### config.mk
export PLATFORM = sky130hd
export DESIGN_NAME = div_unit
export DESIGN_NICKNAME = d
export VERILOG_FILES = /design/src/rtl/div_unit.sv
export SDC_FILE = /design/constraint.sdc
export NUM_CORES = 1
export LEC_CHECK = 0
export ABC_AREA = 1
export BUFFER_PORTS_ARGS = -buffer_cell sky130_fd_sc_hd__buf_2
export CAP_MARGIN = 20
export CELL_PAD_IN_SITES_DETAIL_PLACEMENT = 2
export CELL_PAD_IN_SITES_GLOBAL_PLACEMENT = 2
export CORE_MARGIN = 1
export CORE_UTILIZATION = 36
export CTS_CLUSTER_DIAMETER = 40
export DETAILED_ROUTE_END_ITERATION = 7
export GPL_TIMING_DRIVEN = 0
export PLACE_DENSITY_LB_ADDON = 0.1
export SYNTH_ARGS = -nofsm -noshare
export SYNTH_HDL_FRONTEND = slang
export SYNTH_SLANG_ARGS = --single-unit
### constraint.sdc
create_clock -name clk -period 7.57 [get_ports clk]
set_clock_uncertainty 0.15 [all_clocks]
set_input_delay 0.757 -clock clk [delete_from_list [all_inputs] [get_ports clk]]
set_output_delay 0.757 -clock clk [all_outputs]
set_load 0.03 [all_outputs]
### src/rtl/div_unit.sv
// Iterative RV32M divider (DIV/DIVU/REM/REMU), restoring, one quotient bit per clock.
// Latency: done pulses 33 clocks after start for WIDTH=32; divide-by-zero and DIV overflow take 1 clock.
// Backpressure: start is ignored while busy; a new op may issue in the done cycle.
module div_unit #(
    parameter int WIDTH = 32
) (
    input  logic             clk,
    input  logic             reset,
    input  logic             start,
    input  logic [1:0]       op,
    input  logic [WIDTH-1:0] a,
    input  logic [WIDTH-1:0] b,
    output logic             busy,
    output logic             done,
    output logic [WIDTH-1:0] res
);

    localparam int CW = (WIDTH > 2) ? $clog2(WIDTH) : 1;
    localparam logic [CW-1:0]    CNT_LAST = CW'(WIDTH - 1);
    localparam logic [CW-1:0]    CNT_ONE  = CW'(1);
    localparam logic [WIDTH-1:0] INT_MIN  = {1'b1, {(WIDTH-1){1'b0}}};

    typedef enum logic [1:0] {
        IDLE = 2'd0,
        CALC = 2'd1,
        DONE = 2'd2
    } state_t;

    state_t           state_q;
    logic [CW-1:0]    cnt_q;
    logic [WIDTH:0]   rem_q;     // one spare bit so the trial subtract keeps its borrow
    logic [WIDTH-1:0] quo_q;     // holds |a| at start, shifts out dividend bits, shifts in quotient bits
    logic [WIDTH-1:0] dvs_q;     // |b|
    logic             sel_rem_q; // 1: result is the remainder
    logic             neg_q_q;   // quotient must be negated
    logic             neg_r_q;   // remainder must be negated
    logic             busy_q;
    logic             done_q;
    logic [WIDTH-1:0] res_q;

    // issue-side decode
    logic             signed_op;
    logic [WIDTH-1:0] a_abs;
    logic [WIDTH-1:0] b_abs;
    logic             div_zero;
    logic             ovf;
    logic [WIDTH-1:0] spec_res;
    // one restoring step
    logic [WIDTH+1:0] shifted;
    logic [WIDTH+1:0] trial;
    logic [WIDTH:0]   rem_d;
    logic [WIDTH-1:0] quo_d;
    logic [WIDTH-1:0] fin_res;

    // operand decode for a new request and the combinational divide step
    always_comb begin
        signed_op = ~op[0];
        a_abs     = (signed_op && a[WIDTH-1]) ? -a : a;
        b_abs     = (signed_op && b[WIDTH-1]) ? -b : b;
        div_zero  = (b == '0);
        ovf       = (op == 2'd0) && (a == INT_MIN) && (b == '1);
        spec_res  = div_zero ? (op[1] ? a : '1) : INT_MIN;

        shifted   = {rem_q, quo_q[WIDTH-1]};
        trial     = shifted - {2'b00, dvs_q};
        if (!trial[WIDTH+1]) begin
            rem_d = trial[WIDTH:0];
            quo_d = {quo_q[WIDTH-2:0], 1'b1};
        end else begin
            rem_d = shifted[WIDTH:0];
            quo_d = {quo_q[WIDTH-2:0], 1'b0};
        end

        if (sel_rem_q) begin
            fin_res = neg_r_q ? -rem_d[WIDTH-1:0] : rem_d[WIDTH-1:0];
        end else begin
            fin_res = neg_q_q ? -quo_d : quo_d;
        end
    end

    // control FSM with registered busy/done/res
    always_ff @(posedge clk or negedge reset) begin
        if (!reset) begin
            state_q   <= IDLE;
            cnt_q     <= '0;
            rem_q     <= '0;
            quo_q     <= '0;
            dvs_q     <= '0;
            sel_rem_q <= 1'b0;
            neg_q_q   <= 1'b0;
            neg_r_q   <= 1'b0;
            busy_q    <= 1'b0;
            done_q    <= 1'b0;
            res_q     <= '0;
        end else begin
            case (state_q)
                CALC: begin
                    rem_q <= rem_d;
                    quo_q <= quo_d;
                    cnt_q <= cnt_q + CNT_ONE;
                    if (cnt_q == CNT_LAST) begin
                        state_q <= DONE;
                        busy_q  <= 1'b0;
                        done_q  <= 1'b1;
                        res_q   <= fin_res;
                    end
                end
                default: begin
                    // IDLE and DONE both accept a new request
                    done_q <= 1'b0;
                    if (start) begin
                        sel_rem_q <= op[1];
                        neg_q_q   <= signed_op & (a[WIDTH-1] ^ b[WIDTH-1]);
                        neg_r_q   <= signed_op & a[WIDTH-1];
                        quo_q     <= a_abs;
                        dvs_q     <= b_abs;
                        rem_q     <= '0;
                        cnt_q     <= '0;
                        if (div_zero || ovf) begin
                            state_q <= DONE;
                            done_q  <= 1'b1;
                            res_q   <= spec_res;
                        end else begin
                            state_q <= CALC;
                            busy_q  <= 1'b1;
                        end
                    end else begin
                        state_q <= IDLE;
                    end
                end
            endcase
        end
    end

    assign busy = busy_q;
    assign done = done_q;
    assign res  = res_q;

endmodule
Yosys cells after proc, flatten, opt, wreduce, memory -nomap -nowiden
Index checks and enable logic that the tools add are counted.
{"block": "word_totals", "regBits": 141, "in_bits": 69, "out_inout_bits": 34, "word_cells": 71}
{"block": "op_classes", "add_sub_neg": 6, "eq_ne": 6, "muxes": 31, "bitwise_logic": 5, "n_reduce_logical": 12}
{"cell": "two-way mux 32 bit", "count": 13}
{"cell": "negator 32 bit", "count": 4}
{"cell": "two-way mux 33 bit", "count": 3}
{"cell": "== test 32 bit, second input constant", "count": 2}
{"cell": "subtractor 34 x 32 -> 34 bit", "count": 1}
{"cell": "zero test 32 bit", "count": 1}
{"cell": "two-way mux 5 bit", "count": 2}
{"cell": "two-way mux 1 bit", "count": 9}
{"cell": "two-way mux 2 bit", "count": 4}
{"cell": "AND reduction 3 bit", "count": 2}
{"cell": "adder 5 x 1 -> 5 bit, second input constant", "count": 1}
{"cell": "== test 5 bit, second input constant", "count": 1}
{"cell": "logical AND 1 bit", "count": 4}
{"cell": "nonzero test 2 bit", "count": 2}
{"cell": "AND 1 bit", "count": 2}
{"cell": "== test 2 x 1 -> 1 bit, second input constant", "count": 1}
{"cell": "zero test 2 bit", "count": 1}
{"cell": "!= test 2 x 1 -> 1 bit, second input constant", "count": 1}
{"cell": "!= test 2 bit, second input constant", "count": 1}
{"cell": "NOT 1 bit", "count": 2}
{"cell": "AND reduction 2 bit", "count": 1}
{"cell": "logical OR 1 bit", "count": 1}
{"cell": "XOR 1 bit", "count": 1}

Depth between registers and ports, before layout
{"block": "depth", "ltp_word": 7, "depth_mapped": 32}

Worst setup path before layout
OpenSTA, ideal clock, no wires.
{"block": "synth_timing", "kind": "reg2reg", "from": "reg rem_q[25]", "to": "reg res_q[30] (netlist: res[30])", "setup_time_ns": 0.117, "t_arrival_ns": 3.568, "required_time_ns": 7.303, "slack_ns": 3.735, "path_stages_with_launch": 26, "period_less_slack_ns": 3.835, "path_cell_list": "dfrtp_1 > ha_1 > a21oi_2 > nor2_1 > o21ai_1 > nand2_1 > a21oi_4 > nand3_2 > nand2_4 > buf_2 > ha_1 > nand2_1 > nor3_1 > nand3_1 > nor2_1 > nor2_1 > a21oi_1 > o21ai_0 > inv_1 > o21ai_0 > o21ai_0 > nand2_1 > inv_1 > nand2_1 > nand2_1 > nand2_1"}
{"block": "synth_between", "elab_chain_len": 7}
{"item": "start: declaration", "line": "31", "source": "logic [WIDTH:0] rem_q;"}
{"item": "start signal: assignment", "line": "98", "source": "rem_q <= rem_d;"}
{"item": "subtractor 34 x 32 -> 34 bit", "line": "65", "source": "trial = shifted - {2'b00, dvs_q};"}
{"item": "two-way mux 1 bit or two-way mux 33 bit (tied branches)", "line": "66", "source": "if (!trial[WIDTH+1]) begin"}
{"item": "negator 32 bit (on tied branches)", "line": "77, 75"}
{"item": "two-way mux 32 bit (on tied branches)", "line": "77, 75"}
{"item": "two-way mux 32 bit *", "line": "74", "source": "if (sel_rem_q) begin"}
{"item": "two-way mux 32 bit *", "line": "101", "source": "if (cnt_q == CNT_LAST) begin"}
{"item": "two-way mux 32 bit *", "line": "96", "source": "case (state_q)"}
{"item": "end signal: assignment", "line": "105", "source": "res_q <= fin_res;"}
{"item": "end signal: assignment", "line": "122", "source": "res_q <= spec_res;"}
{"item": "end: declaration", "line": "39", "source": "logic [WIDTH-1:0] res_q;"}
Mark *: on every way between the ends. The rest lies on a longest branch, timed or not. The select of a mux whose other input is x is not followed.
A chain may end at the register's enable or synchronous reset.

Final worst setup path
{"block": "layout_timing", "from": "reg dvs_q[26]", "to": "reg res_q[30] (netlist: res[30])"}
{"block": "layout_between", "elab_chain_len": 7}
{"item": "start: declaration", "line": "33", "source": "logic [WIDTH-1:0] dvs_q;"}
{"item": "start signal: assignment", "line": "116", "source": "dvs_q <= b_abs;"}
{"item": "subtractor 34 x 32 -> 34 bit *", "line": "65"}
{"item": "two-way mux 1 bit or two-way mux 33 bit (tied branches)", "line": "66"}
{"item": "negator 32 bit (on tied branches)", "line": "77, 75"}
{"item": "two-way mux 32 bit (on tied branches)", "line": "77, 75"}
{"item": "two-way mux 32 bit *", "line": "74"}
{"item": "two-way mux 32 bit *", "line": "101"}
{"item": "two-way mux 32 bit *", "line": "96"}
Marks and branches as above.

==> flow_summary.yaml <==
status:
  status: "finished, final reports clean"
critical_path:
  critPathArrivalTime_ns: 5.92
  path_common_cell: "nand2_1"
  start_kind: "flop"
  reg2reg_from: "dvs_q[26]"
  crit_slowest_cell: "nor3_1"
  reg2reg_to: "res[30]"
  critPathKind: "flop to flop"
  cp_top_family: "simple AND/OR/NAND/NOR gates"
  crit_buf_inv: 5
  r2r_cells: 26
  crit_path_max_fanout: 10
  critPathCaptureType: "flop"
  reg2reg_slack_ns: 1.85
  required_ns: 7.77
  max_stage_delay_ns: 0.54
clocking:
  path_clk_slew_ns: 0.06
  root_buffer: "clkbuf_16"
  numClockSinks: 140
  numCtsBuffers: 17
  h-tree-depth: 4
  cts_hold_buf: 0
  cts_tree: "built"
  cts.path.max_buffers: 2
  cts_setup_buffers: 0
  clk_latency_ns: 0.47
  ctsResizeCount: 0
grt:
  grt_pass1_wl_mm: 92.9
  antenna_found_initial: 3
  grt_pass1_vias: 15800
  gr-total-overflow: 0
  grt.total_usage: 0.341
  grt_max_degree: 79
route:
  via_per_inst: 5.67
  drc: 0
  num_vias: 14900
  drtIter0Drc: 872
  wl_per_cell_um: 23.3
  drt_wl_total_mm: 61.4
  firstDrtPassIters: 5
  ant_nets: 0
placement:
  io_buffers: 102
  gp_congestion: 0.931
  dp_hpwl_mm: 49.7
layout:
  seq_area_mm2: 0.00350
  area_delta_synth_final_pct: 13.2
  multi_input_area_mm2: 0.00795
  num-fill-cells: 4451
  layout-drive-gt1-share: 0.104
  nets: 2270
timing:
  rsz0062_at_grt: "no"
  finalHoldViolations: 0
  relSlewSlack: 0.229
  setup_viol: 0
  period_minus_slack_ns: 5.72
  fmax_mhz: 175
  timing.final.max_slew_violations: 0
  fin_crit_sh: 0.756
  tightestPinTransition_ns: 1.15
  tns_ns: 0
synth:
  syn_area_per_cell_um2: 6.26
  yosysWarnings: 0
  synth_cell_types: 52
  ys_seq_elements: 140
  synth_top_area_share: 0.275
  seq_area_frac_synth: 0.275
  synth_area_leaders: "dfrtp_1 (27%), nand2_1 (18%), inv_1 (7.4%)"
  synth_cells: 2039
  syn_area_mm2: 0.0128
  synth_area_leader_cell: "dfrtp_1"
  syn_nets: 2148
floorplan:
  die_w_um: 190
  start_util: 0.367
  coreArea_mm2: 0.0347
  placementRows: 68
  die_y_um: 190
  die_area_mm2: 0.0362
  io_pins: 103
worst_hold_path:
  hold_class: "input pin to asynchronous set/reset pin"
flow_run:
  max_cap_violations: 0
==> kinds of logic after synthesis <==
logic type                 after synthesis  synth area share
and+or+nand+nor                       1126             0.383
AOI/OAI and AO/OA                      335             0.155
buffers and inverters                  332             0.103
DFF                                    140             0.275
xor gates and xnor gates                66            0.0453
adders and majority gates               40            0.0398
==> cells in the final DEF, fill, tap and decap left out, drive strengths merged, types with 12 or more instances in the layout <==
cell type / count
buf: 127
or2: 12
nand2: 635
inv: 259
nand4: 33
nand3: 155
o21ai: 132
ha: 39
xor2: 49
nor2: 231
a21oi: 99
clkbuf: 71
xnor2: 17
nor3: 36
o22ai: 30
dfrtp: 140
o211ai: 14
o221ai: 28
==> per-stage QoR <==
step	hold slack, ns	instances	setup slack, ns	utilization	area (um2)
finish	0.152	2630	1.85	0.416	14400
global route	0.202	2629	1.44	0.416	14400
CTS	0.186	2629	1.98	0.416	14400
detailed placement	0.314	2597	2.02	0.400	13900
global placement	0.309	2596	2.19	0.399	13800
floorplan	0.303	2039	3.74	-	12800
==> synthesized netlist by cell type, drive strengths merged <==
| master | number |
|---|---|
| a211oi | 1 |
| or2 | 12 |
| a21o | 1 |
| nor3b | 1 |
| clkbuf | 51 |
| o21a | 4 |
| o22ai | 30 |
| nand3 | 155 |
| or4 | 2 |
| o221ai | 28 |
| dfrtp | 140 |
| buf | 24 |
| o211ai | 14 |
| xnor2 | 17 |
| and2 | 1 |
| a2bb2oi | 2 |
| o21bai | 8 |
| xor2 | 49 |
| fa | 1 |
| nor4 | 10 |
| a22o | 2 |
| nor3 | 36 |
| o31ai | 3 |
| o21ai | 132 |
| nand4 | 33 |
| ha | 39 |
| clkinv | 1 |
| inv | 256 |
| nor2 | 231 |
| a31oi | 10 |
| a21oi | 99 |
| a21boi | 1 |
| nand2 | 635 |
| nand3b | 10 |
==> flip-flops by register name (all words and copies together), names as in the netlist <==
name / flops
rem_q: 33
neg_q_q: 1
res: 32
neg_r_q: 1
quo_q: 32
cnt_q: 5
sel_rem_q: 1
dvs_q: 32
state_q: 2
busy: 1
==> layout make-up <==
class	instances	area share
clock inverter	12	0.00788
sequential	140	0.243
multi-input combinational	1567	0.550
clock buffer	20	0.0316
buffer	75	0.0237
antenna	1	0.000173
tap	455	0.0394
timing repair buffer	103	0.0377
inverter	257	0.0668
==> how the worst max path moves through the flow <==
stage,end,cells after the start,from
floorplan,res[30],25,rem_q[25]
global placement,res[30],26,dvs_q[30]
detailed placement,res[30],26,dvs_q[26]
CTS,res[30],26,dvs_q[26]
global route,res[30],26,dvs_q[26]
finish,res[30],26,dvs_q[26]
==> metal layers <==
layer	up-vias	share of wire	GRT usage
met5	-	0	0
li1	6889	-	-
met4	0	0.031	0.128
met2	411	0.46	0.550
met3	94	0.051	0.0512
met1	7521	0.46	0.460
Power is not shown: default switching activity piles up to over one toggle a cycle in this logic, so the estimate is an artifact.
